$ cat src/rtl/root_5_en_iter.sv
// root_5_en_iter: iterative floor fifth root of a 5*w-bit unsigned operand.
// The result is resolved one bit at a time, MSB first. For each bit, the
// trial value t = root | (1 << bit) is raised to the fifth power with one
// shared multiplier, then compared against the operand.
// Each bit takes 5 enabled cycles: SQ, MUL x3, CMP.
// clk_en low freezes every register, including the handshake outputs.
// Optional feature macro: ROOT_5_REM_EN adds a remainder output
// rem = x - res^5.
module root_5_en_iter #(
    parameter int w = 8
) (
    input  logic             clk,
    input  logic             rst_n,
    input  logic             clk_en,
    input  logic             x_vld,
    output logic             x_rdy,
    input  logic [5*w-1:0]   x,
    output logic             res_vld,
    input  logic             res_rdy,
    output logic [w-1:0]     res
`ifdef ROOT_5_REM_EN
    ,
    output logic [5*w-1:0]   rem
`endif
);

    localparam int XW = 5 * w;
    localparam int BW = (w > 1) ? $clog2(w) : 1;

    typedef enum logic [2:0] {
        IDLE,
        SQ,
        MUL,
        CMP,
        DONE
    } state_t;

    state_t          state;
    logic [XW-1:0]   x_q;
    logic [XW-1:0]   acc;
    logic [w-1:0]    root;
    logic [BW-1:0]   bit_cnt;
    logic [1:0]      mcnt;
`ifdef ROOT_5_REM_EN
    logic [XW-1:0]   pow;
`endif

    logic [w-1:0]    t;
    logic [XW-1:0]   mul_a;
    logic [XW-1:0]   mul_b;
    logic [XW-1:0]   prod;
    logic            keep;

    // Trial value, shared multiplier (t*t in SQ, acc*t in MUL) and trial compare.
    always_comb begin
        t     = root | (w'(1) << bit_cnt);
        mul_a = (state == SQ) ? {{(XW-w){1'b0}}, t} : acc;
        mul_b = {{(XW-w){1'b0}}, t};
        prod  = mul_a * mul_b;
        keep  = (acc <= x_q);
    end

    // Control FSM plus datapath registers; everything holds while clk_en is low.
    always_ff @(posedge clk or negedge rst_n) begin
        if (!rst_n) begin
            state   <= IDLE;
            x_rdy   <= 1'b1;
            res_vld <= 1'b0;
            res     <= '0;
            x_q     <= '0;
            acc     <= '0;
            root    <= '0;
            bit_cnt <= '0;
            mcnt    <= '0;
`ifdef ROOT_5_REM_EN
            pow     <= '0;
            rem     <= '0;
`endif
        end else if (clk_en) begin
            case (state)
                IDLE: begin
                    if (x_vld) begin
                        x_q     <= x;
                        root    <= '0;
                        bit_cnt <= BW'(w - 1);
                        x_rdy   <= 1'b0;
`ifdef ROOT_5_REM_EN
                        pow     <= '0;
`endif
                        state   <= SQ;
                    end
                end
                SQ: begin
                    acc   <= prod;
                    mcnt  <= '0;
                    state <= MUL;
                end
                MUL: begin
                    acc  <= prod;
                    mcnt <= mcnt + 2'd1;
                    if (mcnt == 2'd2) begin
                        state <= CMP;
                    end
                end
                CMP: begin
                    if (keep) begin
                        root <= t;
`ifdef ROOT_5_REM_EN
                        pow  <= acc;
`endif
                    end
                    if (bit_cnt == '0) begin
                        // Final bit: use the just-decided root/power, not the stale registers.
                        res     <= keep ? t : root;
`ifdef ROOT_5_REM_EN
                        rem     <= x_q - (keep ? acc : pow);
`endif
                        res_vld <= 1'b1;
                        state   <= DONE;
                    end else begin
                        bit_cnt <= bit_cnt - BW'(1);
                        state   <= SQ;
                    end
                end
                DONE: begin
                    if (res_rdy) begin
                        res_vld <= 1'b0;
                        x_rdy   <= 1'b1;
                        state   <= IDLE;
                    end
                end
                default: begin
                    state <= IDLE;
                end
            endcase
        end
    end

endmodule

$ cat config.mk
export PLATFORM = sky130hd
export DESIGN_NAME = root_5_en_iter
export DESIGN_NICKNAME = d
export VERILOG_FILES = /design/src/rtl/root_5_en_iter.sv
export SDC_FILE = /design/constraint.sdc
export NUM_CORES = 1
export LEC_CHECK = 0
export BUFFER_PORTS_ARGS = -buffer_cell sky130_fd_sc_hd__buf_4
export CAP_MARGIN = 20
export CORE_MARGIN = 2
export CORE_UTILIZATION = 50
export DETAILED_ROUTE_END_ITERATION = 12
export GPL_TIMING_DRIVEN = 0
export MAX_ROUTING_LAYER = met4
export PLACE_DENSITY = 0.67
export SLEW_MARGIN = 0
export SYNTH_ARGS = -nofsm -noshare
export SYNTH_HDL_FRONTEND = slang
export SYNTH_SLANG_ARGS = --single-unit
$ cat constraint.sdc
create_clock -name clk -period 6.7 [get_ports clk]
set_input_delay 0.67 -clock clk [delete_from_list [all_inputs] [get_ports clk]]
set_output_delay 0.67 -clock clk [all_outputs]
set_load 0.05 [all_outputs]
After elaboration in Yosys (flattened, before gate mapping). Cells that the tools add are included.

Register bits after elaboration: 106. Bits in latches: 0. RAM bits: 0. ROM bits: 0. Bits of input ports: 45. Output and inout bits: 10. Word-level logic and storage cells: 60. Memories kept: 0.

Add/sub/neg operators: 2. Multiply operators: 1. Div/mod/pow operators: 0. $lt $le $gt $ge: 1. Equal/unequal tests: 10. Shift operators: 1. Multiplexer cells: 19. Bitwise operators: 1. Reductions and logical operators: 16.

Operators with widths (number): less-or-equal comparator 40 bit (1); multiplier 40 x 8 -> 40 bit (1); two-way mux 40 bit (1); two-way mux 3 bit (6); two-way mux 8 bit (2); one-hot mux 8 bit (2 select lines) (1); AND reduction 4 bit (4); one-hot mux 3 bit (5 select lines) (1); inequality test 2 bit, second input constant (5); AND reduction 3 bit (3); OR 8 bit (1); nonzero test 2 bit (4); << shifter 1 x 3 -> 8 bit, first input constant (1); == test 3 x 2 -> 1 bit, second input constant (2); zero test 3 bit (2); one-hot mux 3 bit (2 select lines) (1); two-way mux 1 bit (4); one-hot mux 1 bit (2 select lines) (2); one-hot mux 2 bit (2 select lines) (1); AND reduction 2 bit (2); == test 3 x 1 -> 1 bit, second input constant (1); == test 3 bit, second input constant (1); subtractor 3 x 1 -> 3 bit, second input constant (1); adder 2 x 1 -> 2 bit, second input constant (1); 2 further kinds (2).

Depth between registers and ports, before layout. Gate-level depths: netlist (run 1).

Depth in word-level cells: 4. Depth in mapped cells: 25.

Worst setup path after synthesis (run 1). No wires, ideal clock.

Path type: reg-to-reg. From: reg state[2]. To: reg acc[38]. Arrival time: 5833 ps. Required time: 6562 ps. Path slack: 730 ps. Cell stages (with the launch flop): 25. Buffers on the path: 2. Cell sequence: dfrtp_1 clkbuf_1 inv_1 and3_1 clkbuf_1 nor2_1 a21o_1 nand2b_1 fa_1 fa_1 inv_1 fa_1 inv_1 fa_1 inv_1 ha_1 a21oi_1 o211ai_1 o2111ai_1 a21o_1 o41ai_2 a311o_2 o41ai_2 mux2i_1 o211ai_1.

Longest elaborated chain between the ends: 3. Elaborated cells on any way between the ends: 6. Those cells by class: mul (1); eq/ne (2); mux (1); reduce/logical (2).

RTL lines: start: declaration (RTL line 38) `state_t state;`; start signal: assignment (RTL line 66) `state <= IDLE;`; start signal: assignment (RTL line 90) `state <= SQ;`; start signal: assignment (RTL line 96) `state <= MUL;`; == test 3 x 1 -> 1 bit / == test 3 x 2 -> 1 bit (equally long branches) (RTL line 57, 80); two-way mux 40 bit / OR reduction 2 bit (equally long branches); multiplier 40 x 8 -> 40 bit / AND reduction 2 bit (equally long branches); end signal: assignment (RTL line 94) `acc <= prod;`; end signal: assignment (RTL line 99) `acc <= prod;`; end: declaration (RTL line 40) `logic [XW-1:0] acc;`.

Several ways; a longest one is shown, not always the timed one. A chain may end at the register's enable or synchronous reset.

Worst setup path after layout (run 1).
From: reg bit_cnt[0]. To: reg acc[31].

Longest elaborated chain between the ends: 4.

RTL lines: start: declaration (RTL line 42) `logic [BW-1:0] bit_cnt;`; start signal: assignment (RTL line 85) `bit_cnt <= BW'(w - 1);`; start signal: assignment (RTL line 121) `bit_cnt <= bit_cnt - BW'(1);`; << shifter 1 x 3 -> 8 bit * (RTL line 56) `t = root | (w'(1) << bit_cnt);`; OR 8 bit * (RTL line 56); two-way mux 40 bit (RTL line 57) `mul_a = (state == SQ) ? {{(XW-w){1'b0}}, t} : acc;`; multiplier 40 x 8 -> 40 bit * (RTL line 59) `prod = mul_a * mul_b;`.

Mark *: on every way between the ends. The rest lies on a longest branch, timed or not.

==> impl_metrics.ini, run 1 <==
[critical_path]
cp.arrival_ps = 6790
cp-start-kind = flip-flop
end_kind = flip-flop
critical_path_class = reg -> reg
r2r_cells = 23
critPathMaxFanout = 8
cp_cell_sequence = inv_1, ha_1, a21oi_2, a21o_1, nand2b_1, fa_1, fa_1, inv_1, fa_1, inv_1, fa_1, inv_1, ha_1, a21oi_2, a31oi_2, a211oi_4, buf_12, buf_4, o21a_1, o21a_1, o31ai_1, or4b_1, nand3_1
r2r_end = acc[31]$_DFFE_PN0P_
slowest_delay_ps = 530
cp.required_ps = 7010
worst-path-buf-inv = 6
timing.rr.start = bit_cnt[0]$_DFFE_PN0P_
path_delay_family = adder cells
critPathSlowestCell = fa_1
rrSetupSlack_ps = 210

[timing]
fmax_mhz = 154
whs_ps = 324
finalHoldViolations = 0
min_period_over_period_pct = 96.8
finalSetupTns_ps = 0
worst_slack_ps = 213
setup-violations-final = 0
layout_min_cycle_time_ps = 6490
max_slew_margin_pct = 42.0
fin_skew_ps = 14.1
drv_slew = 0
max_slew.worst_pin.slew_ps = 870

[min_path]
min_path_type = in -> async

[cts]
htreeDepth = 3
numCtsBuffers = 9
cts_tree = yes
cts_buffer_depth = 2
clk_latency_ps = 380
path_clk_slew_ps = 100
clock_sinks = 106
root_buffer = clkbuf_16

[cells_and_area]
instances_no_fill = 1959
mostFrequentLayoutCell = nor2_1
fill_cells = 2452
area.sequential_um2 = 2660
antennaDiodeCount = 0
multiInputGateArea_um2 = 9840
most-common-layout-cells = nor2_1 (247), inv_1 (219), fa_1 (204)
drive_gt1_share_pct = 8.10
area_delta_synth_final_pct = 9.58
final_area_um2 = 14800
utilization_pct = 55.3
nets = 1956

[power_and_ir_drop]
p_sw_share_pct = 53.2
p_sw_mw = 2.61
p_seq_share_pct = 22.2
leakage_nw = 7.26
power.total_mw = 4.91
combinationalPowerShare_pct = 65.9
powerDensity_nw_per_um2 = 332
ir_worst_vdd_uv = 177
intPower_mw = 2.30
power.share.clock_pct = 11.9

[global_route]
first_global_vias = 11292
grt_use_met3_pct = 5.03
gr-usage-met2_pct = 44.6
grt_max_degree = 58
grt_pass1_wl_um = 60600
globalRoute.busiestLayer = met2
overflow = 0
track_usage_pct = 28.2
use_met1_pct = 38.1
antenna_found_initial = 0

[logic_synthesis]
syn_area_um2 = 13500
yosys_most_used_dff = dfrtp_1
avgSynthCellArea_um2 = 8.71
synth.net_count = 1891
ys_seq_elements = 106
yosys_warnings = 0
synth_seq_area_share_pct = 19.7
synth_edf_count = 0
synth-async-reset-ratio_pct = 100
ys_types = 65
synthCells = 1548

[route]
vias_per_cell = 5.67
drtPass1Iterations = 6
drt-total-wl_um = 36800
drc_errors = 0
drt_iter0_markers = 690
detailroute.via_count = 11098
wire_per_inst_um = 18.8
postRouteAntennaNets = 0

[die]
die_w_um = 168
rows = 60
ios = 55
die_y_um = 168
design.core.area_um2 = 26700
start_util_pct = 50.5
die-area_um2 = 28300

[place]
dp_slack_ps = -370
hpwlAfterDp_um = 29900
gp_congestion = 0.934
io_buffers = 53
dp_cells = 1943
dpl_cell_area_um2 = 14300

[outcome]
outcome = finished, final reports clean

[flow_run]
cap_violations = 0
## cell usage after synthesis (all sizes together) (2+ instances only)
cell    instances  area [µm²]
xnor2          27         236
a21boi          4        30.0
nor2          247         927
o21a            9        67.6
a211oi          6        62.6
a41oi           2        17.5
nor2b          12        82.6
a31oi           8        56.3
mux2            3        33.8
nand3          57         285
buf             7        43.8
fa            204        4080
xor2           13         114
and4            3        26.3
a221oi          2        23.8
o22a            2        18.8
o21ai         102         510
o21bai          3        22.5
ha             94        1180
a21o           40         300
nor3            5        25.0
o31ai           9        72.6
and2            2        12.5
mux2i           4        40.0
a21oi          50         277
nand2         181         679
a22o            8        70.1
and3            6        37.5
a311oi          2        17.5
o211ai          7        57.6
or3             3        18.8
nor3b           3        22.5
dfrtp         105        2630
clkbuf         53         200
o41ai           3        48.8
inv           220         826
nand4          12        75.1
nand2b         17         106
## worst register-to-register path, cell delays in order (launching register included)
cell      delay (ps)
dfrtp_1          430
inv_1            100
ha_1             270
a21oi_2          480
a21o_1           360
nand2b_1         170
fa_1             440
fa_1             490
inv_1             60
fa_1             530
inv_1             50
fa_1             520
inv_1             40
ha_1             360
a21oi_2          240
a31oi_2          200
a211oi_4         320
buf_12           160
buf_4            150
o21a_1           200
o21a_1           190
o31ai_1           80
or4b_1           470
nand3_1           90
## power groups by stage
stage               Combinational (mW)  Clock, mW  Sequential, mW
floorplan                         2.30          0           0.996
global placement                  3.08          0            1.09
detailed placement                3.15          0            1.09
CTS                               3.19      0.592            1.08
global route                      3.65      0.613            1.11
finish                            3.23      0.584            1.09
## cells by family after synthesis
| logic type | Yosys count | synth area share [%] |
|---|---|---|
| simple gates | 552 | 17.3 |
| fa+ha+maj | 298 | 39.0 |
| buf+inv | 280 | 7.93 |
| compound gates | 264 | 12.8 |
| flops | 106 | 19.7 |
| xor+xnor | 41 | 2.76 |
| mux | 7 | 0.547 |
## metal layers
layer,part of all wire [%],vias up
li1,-,5087
met1,44,5546
met2,47,400
met3,6.9,65
met4,2.5,0
met5,0,-
## repair_timing
action                     in CTS  in global routing
hold buffers                    0                  0
setup endpoints to repair       9                 12
buffers inserted                2                  0
gates resized for setup        14                 40
gates cloned                    0                  0
pin swaps                       1                  2
## worst max-delay path by stage
stage | cells past startpoint | startpoint | slack (ps) | to
2_1_floorplan | 24 | state[2]$_DFFE_PN0P_ | 730 | acc[38]$_DFFE_PN0P_
3_3_place_gp | 21 | bit_cnt[0]$_DFFE_PN0P_ | -340 | acc[39]$_DFFE_PN0P_
3_5_place_dp | 21 | bit_cnt[0]$_DFFE_PN0P_ | -370 | acc[39]$_DFFE_PN0P_
4_1_cts | 24 | state[1]$_DFFE_PN0P_ | 10 | acc[36]$_DFFE_PN0P_
5_1_grt | 23 | bit_cnt[2]$_DFFE_PN0P_ | -9 | acc[31]$_DFFE_PN0P_
6_report | 23 | bit_cnt[0]$_DFFE_PN0P_ | 210 | acc[31]$_DFFE_PN0P_
## state kept, by name, summed over array words and instances, names as in the netlist
signal	count
res_vld	1
root	8
mcnt	2
x_q	40
x_rdy	1
res	8
state	3
acc	40
bit_cnt	3
## layout make-up
type                       count  area share, %
clock inverter                 7          0.584
multi-input combinational   1162           66.6
inverter                     220           5.59
timing repair buffer          56           3.07
sequential                   106           18.0
tap                          341           2.89
buffer                        58           1.80
clock buffer                   9           1.52
(Power assumes the default switching activity.)
==> inputs of run 2 (changes only) <==
--- a/config.mk
+++ b/config.mk
@@ -7,12 +7,14 @@
 export LEC_CHECK = 0
 export BUFFER_PORTS_ARGS = -buffer_cell sky130_fd_sc_hd__buf_4
 export CAP_MARGIN = 20
+export CELL_PAD_IN_SITES_DETAIL_PLACEMENT = 0
+export CELL_PAD_IN_SITES_GLOBAL_PLACEMENT = 2
 export CORE_MARGIN = 2
-export CORE_UTILIZATION = 50
+export CORE_UTILIZATION = 40
 export DETAILED_ROUTE_END_ITERATION = 12
 export GPL_TIMING_DRIVEN = 0
 export MAX_ROUTING_LAYER = met4
-export PLACE_DENSITY = 0.67
+export PLACE_DENSITY_LB_ADDON = 0.1
 export SLEW_MARGIN = 0
 export SYNTH_ARGS = -nofsm -noshare
 export SYNTH_HDL_FRONTEND = slang
==> run 2 against run 1 <==
  * Sequential cell count stayed put
  * Clock power decreased by 0.9%
  * Register-to-register slack better by 80 ps
==> impl_metrics.ini, run 2 (synthesis results as in run 1) <==
[place]
gp_congestion = 0.896
dp_slack_ps = -632
hpwlAfterDp_um = 33200
io_buffers = 53

[die]
die_y_um = 188
design.core.area_um2 = 33400
ios = 55
start_util_pct = 40.4
rows = 67
die-area_um2 = 35200
die_w_um = 188

[timing]
fmax_mhz = 156
fin_skew_ps = 7.76
finalHoldViolations = 0
whs_ps = 209
drv_slew = 0
max_slew_margin_pct = 27.6
setup-violations-final = 0
finalSetupTns_ps = 0
worst_slack_ps = 289
max_slew.worst_pin.slew_ps = 1090
min_period_over_period_pct = 95.7
layout_min_cycle_time_ps = 6410

[cts]
clk_latency_ps = 380
cts_tree = yes
root_buffer = clkbuf_16
hold_buffers = 0
path_clk_slew_ps = 80
cts_buffer_depth = 2
htreeDepth = 3
numCtsBuffers = 9
clock_sinks = 106

[critical_path]
cp_cell_sequence = inv_2, and3_1, buf_4, nor2_1, a21o_1, nand2b_1, fa_1, fa_1, inv_1, fa_1, inv_1, fa_1, inv_1, ha_2, o211ai_1, o211ai_1, o2111ai_2, a21o_2, o41ai_4, a311o_2, o41ai_2, mux2i_1, o211ai_1
cp-start-kind = flip-flop
timing.rr.start = state[1]$_DFFE_PN0P_
rrSetupSlack_ps = 290
critical_path.startpoint = state[1]$_DFFE_PN0P_
critPathMaxFanout = 10
slowest_delay_ps = 530
cp.required_ps = 6930
critical_path_class = reg -> reg
end_kind = flip-flop
critPathSlowestCell = fa_1
crit_top_cell = fa_1
r2r_end = acc[38]$_DFFE_PN0P_
cp.arrival_ps = 6640
r2r_cells = 23
path_delay_family = adder cells
worst-path-buf-inv = 5

[route]
vias_per_cell = 5.19
drtPass1Iterations = 5
wire_per_inst_um = 19.7
drc_errors = 0
postRouteAntennaNets = 0
detailroute.via_count = 10779
drt-total-wl_um = 40900
drt_iter0_markers = 557

[cells_and_area]
drive_gt1_share_pct = 9.58
nets = 1966
reg.largest.list = acc x40, x_q x40
antennaDiodeCount = 0
fill_cells = 3414
utilization_pct = 45.1
mostFrequentLayoutCell = nor2_1
area_delta_synth_final_pct = 11.7
most-common-layout-cells = nor2_1 (247), inv_1 (219), fa_1 (204)

[outcome]
outcome = finished, final reports clean

[global_route]
grt_max_degree = 63
overflow = 0
grt_pass1_wl_um = 66100
antenna_found_initial = 1
track_usage_pct = 25.3
first_global_vias = 11362

[power_and_ir_drop]
p_sw_share_pct = 53.3
ir_worst_vdd_uv = 226
p_seq_share_pct = 21.7
leakage_nw = 7.32
power.share.clock_pct = 11.5
p_sw_mw = 2.67
combinationalPowerShare_pct = 66.8
powerDensity_nw_per_um2 = 333
intPower_mw = 2.35

[flow_run]
cap_violations = 0

[min_path]
min_path_type = in -> async
## run 2: cell types whose count changed in the layout (fill, tap and decap cells not counted), moves of 2 or more
cell,previous run,this run
clkinvlp_4,0,2
nand2_2,0,6
clkbuf_4,1,5
buf_4,54,64
a21oi_4,5,8
clkinv_8,3,0
nand2_1,181,175
clkbuf_2,19,16
clkinv_4,3,1
a21oi_2,4,2
## run 2: worst register-to-register path, delay by kind of cell (launching register included)
family / cells / cell delay (ps)
AO/OA/AOI/OAI: 9 / 2140
adder cells (fa/ha/maj): 5 / 2430
buffers and inverters: 5 / 500
flip-flops: 1 / 480
multiplexers: 1 / 180
AND/OR/NAND/NOR: 3 / 520
## run 2: power groups by stage
| stage | Clock [mW] | Combinational [mW] | Sequential (mW) |
|---|---|---|---|
| floorplan | 0 | 2.30 | 0.996 |
| global route | 0.617 | 3.79 | 1.12 |
| finish | 0.579 | 3.35 | 1.09 |
| detailed placement | 0 | 3.26 | 1.09 |
| global placement | 0 | 3.27 | 1.09 |
| CTS | 0.601 | 3.34 | 1.08 |
## run 2: worst max path at each step
stage / end / cells after the start
2_1_floorplan: acc[38]$_DFFE_PN0P_ / 24
3_3_place_gp: acc[38]$_DFFE_PN0P_ / 21
3_5_place_dp: acc[38]$_DFFE_PN0P_ / 21
4_1_cts: acc[38]$_DFFE_PN0P_ / 24
5_1_grt: acc[38]$_DFFE_PN0P_ / 21
6_report: acc[38]$_DFFE_PN0P_ / 23
## run 2: area by class of cell
| type | instances | area, µm² | area share [%] |
|---|---|---|---|
| plain buffers | 58 | 280 | 1.86 |
| clock buffers | 9 | 225 | 1.50 |
| clock inverters | 7 | 85.1 | 0.565 |
| inverters | 220 | 826 | 5.48 |
| multi-input cells | 1162 | 9890 | 65.7 |
| flip-flops and latches | 106 | 2660 | 17.6 |
| well taps | 448 | 561 | 3.72 |
| repair buffers | 66 | 532 | 3.53 |
## run 2: layer usage
| metal | global-route usage (%) | share of wire (%) | vias up |
|---|---|---|---|
| met5 | - | 0 | - |
| met4 | 5.60 | 1.8 | 0 |
| met3 | 3.01 | 3.3 | 30 |
| met2 | 40.9 | 47 | 184 |
| met1 | 34.3 | 48 | 5474 |
| li1 | - | - | 5091 |
## run 2: metrics by stage
stage               total power [mW]  area, µm²  std cells
finish                          5.02      15100       2076
global route                    5.53      15100       2076
CTS                             5.02      14900       2069
detailed placement              4.35      14500       2050
global placement                4.36      14400       2049
floorplan                       3.30      13500       1548
## run 2: repair_timing
| item | in CTS | in global routing |
|---|---|---|
| hold endpoints to repair | 0 | 0 |
| gates resized for setup | 24 | 55 |
| setup endpoints to repair | 16 | 12 |
| setup buffers | 4 | 8 |
| pin swaps | 3 | 5 |
==> inputs of run 3 (changes only) <==
--- a/config.mk
+++ b/config.mk
@@ -5,12 +5,13 @@
 export SDC_FILE = /design/constraint.sdc
 export NUM_CORES = 1
 export LEC_CHECK = 0
+export ABC_AREA = 1
 export BUFFER_PORTS_ARGS = -buffer_cell sky130_fd_sc_hd__buf_4
 export CAP_MARGIN = 20
 export CELL_PAD_IN_SITES_DETAIL_PLACEMENT = 0
 export CELL_PAD_IN_SITES_GLOBAL_PLACEMENT = 2
 export CORE_MARGIN = 2
-export CORE_UTILIZATION = 40
+export CORE_UTILIZATION = 38
 export DETAILED_ROUTE_END_ITERATION = 12
 export GPL_TIMING_DRIVEN = 0
 export MAX_ROUTING_LAYER = met4
==> run 3 against run 2 <==
  * Count of clock-buffer cells in the layout is 3 higher
  * Routed wire length is 19% higher
  * Die area is 12% higher
  * Largest cell class unchanged
  * Cell area increased by 4.7%
  * Area after synthesis increased by 6.7%
  * Register-to-register slack got worse by 80 ps
==> impl_metrics.ini, run 3 <==
[cells_and_area]
fill_cells = 4034
antennaDiodeCount = 0
nets = 2315
reg.largest.list = acc x40, x_q x40
most-common-layout-cells = nand2_1 (390), inv_1 (359), nor2_1 (288)
multiInputGateArea_um2 = 10100
area.sequential_um2 = 2650
drive_gt1_share_pct = 6.83
mostFrequentLayoutCell = nand2_1
area_delta_synth_final_pct = 9.59

[logic_synthesis]
yosys_warnings = 0
yosys-top-cells-count = nand2_1 (390), inv_1 (359), nor2_1 (288)
synthCells = 1906
synth.net_count = 2249
ys_seq_elements = 106
yosysMostFrequentCell = nand2_1
synth_top_area_share_pct = 28.4
avgSynthCellArea_um2 = 7.55
synthTopCellsByArea = fa_1 (28%), dfrtp_1 (18%), nand2_1 (10%)
synth_seq_area_share_pct = 18.4
ys_types = 49
synth-async-reset-ratio_pct = 100
yosys_most_used_dff = dfrtp_1
syn_area_um2 = 14400
synth_edf_count = 0
yosysTopAreaCell = fa_1

[critical_path]
rrSetupSlack_ps = 210
critPathMaxFanout = 9
r2r_cells = 22
cp.depth = 22
r2r_end = acc[28]$_DFFE_PN0P_
crit_path_end = acc[28]$_DFFE_PN0P_
cp.required_ps = 7000
cp.arrival_ps = 6790
critPathSlowestCell = fa_1
timing.rr.start = bit_cnt[1]$_DFFE_PN0P_
critical_path_class = reg -> reg
path_delay_family = adder cells
worst-path-buf-inv = 3
critical_path.startpoint = bit_cnt[1]$_DFFE_PN0P_
cp-start-kind = flip-flop
end_kind = flip-flop
slowest_delay_ps = 540
cp_cell_sequence = ha_1, nand2_1, nand2_2, clkinvlp_4, a21oi_1, a21oi_1, nor2_1, fa_1, fa_1, fa_1, inv_1, fa_1, inv_1, ha_1, nand2_1, nor2_2, nand4_1, o211ai_1, nand3_1, nand2_1, nand2_1, a31oi_1

[route]
vias_per_cell = 4.96
drt_iter0_markers = 706
drc_errors = 0
drt-total-wl_um = 48700
detailroute.via_count = 12346
postRouteAntennaNets = 0
wire_per_inst_um = 19.6
drtPass1Iterations = 5

[global_route]
first_global_vias = 12821
gr-usage-met2_pct = 43.3
grt_pass1_wl_um = 76600
globalRoute.busiestLayer = met2
grt_max_degree = 59
track_usage_pct = 26.9
overflow = 0
antenna_found_initial = 1
grt_use_met3_pct = 2.37
use_met1_pct = 36.8

[min_path]
min_path_type = in -> async

[flow_run]
cap_violations = 0

[die]
ios = 55
die_w_um = 199
start_util_pct = 38.4
rows = 71
die-area_um2 = 39400
die_y_um = 199
design.core.area_um2 = 37500

[timing]
max_slew_margin_pct = 31.1
setup-violations-final = 0
drv_slew = 0
layout_min_cycle_time_ps = 6490
worst_slack_ps = 211
rsz0062_at_grt = true
finalHoldViolations = 0
min_period_over_period_pct = 96.8
max_slew.worst_pin.slew_ps = 1030
fmax_mhz = 154
fin_skew_ps = 10.9

[place]
hpwlAfterDp_um = 41000
io_buffers = 54
gp_congestion = 0.927
dp_slack_ps = 75.9

[cts]
clk_latency_ps = 370
cts_resized = 0
numCtsBuffers = 9
cts_tree = yes
hold_buffers = 0
root_buffer = clkbuf_16
cts_setup_buffers = 0
path_clk_slew_ps = 80
cts_buffer_depth = 2
htreeDepth = 3
clock_sinks = 106

[outcome]
outcome = finished, final reports clean
run 3: cell types whose count changed in the layout (fill, tap and decap cells not counted), moves of 10 or more:
| cell | before | now |
|---|---|---|
| a21o_1 | 37 | 3 |
| a21oi_1 | 40 | 65 |
| xnor2_1 | 27 | 12 |
| nand3_1 | 56 | 86 |
| nand2b_1 | 16 | 0 |
| a31oi_1 | 7 | 19 |
| nor2b_1 | 10 | 0 |
| nand2_1 | 175 | 390 |
| clkbuf_2 | 16 | 2 |
| nor2_1 | 247 | 288 |
| buf_2 | 4 | 14 |
| inv_1 | 219 | 359 |
| inv_2 | 1 | 12 |
| o21ai_0 | 99 | 114 |
run 3: worst min-delay path by stage:
stage / slack [ps] / cells past startpoint / start / to
finish: 260 / 1 / rst_n / x_q[37]$_DFFE_PN0P_
global route: 280 / 1 / rst_n / x_q[37]$_DFFE_PN0P_
CTS: 270 / 1 / rst_n / x_q[37]$_DFFE_PN0P_
detailed placement: 460 / 2 / x_rdy$_DFFE_PN1P_ / x_rdy$_DFFE_PN1P_
global placement: 460 / 2 / x_rdy$_DFFE_PN1P_ / x_rdy$_DFFE_PN1P_
floorplan: 370 / 0 / rst_n / acc[0]$_DFFE_PN0P_
run 3: cell families after synthesis:
family,synth area share (%)
AND/OR/NAND/NOR,23.6
buffers and inverters,11.3
AO/OA/AOI/OAI,8.93
flip-flops,18.4
XOR/XNOR,1.10
adder cells (fa/ha/maj),36.6
run 3: per-stage QoR:
stage | hold slack, ps | cell area, µm² | util (%) | std cells | setup TNS (ps)
floorplan | 374 | 14400 | - | 1906 | 0
global placement | 456 | 15400 | 41.2 | 2471 | 0
detailed placement | 462 | 15500 | 41.2 | 2472 | 0
CTS | 268 | 15700 | 42.0 | 2488 | 0
global route | 282 | 15800 | 42.0 | 2488 | -28.4
finish | 259 | 15800 | 42.0 | 2488 | 0
run 3: layout make-up:
| type | instances | share of cell area (%) |
|---|---|---|
| clock buffer | 12 | 1.50 |
| inverter | 378 | 9.06 |
| buffer | 46 | 1.32 |
| tap | 511 | 4.06 |
| clock inverter | 4 | 0.333 |
| multi-input combinational | 1376 | 64.1 |
| sequential | 106 | 16.8 |
| timing repair buffer | 55 | 2.77 |
run 3: layer usage:
layer  routed length, µm  up-vias
li1                    -     5962
met1               23200     6107
met2               22900      231
met3                1410       46
met4                1200        0
met5                   0        -
Power of run 3 is left out: the tool's default activity adds up to more than one toggle a clock period on the data nets, which glitch-free logic cannot reach.
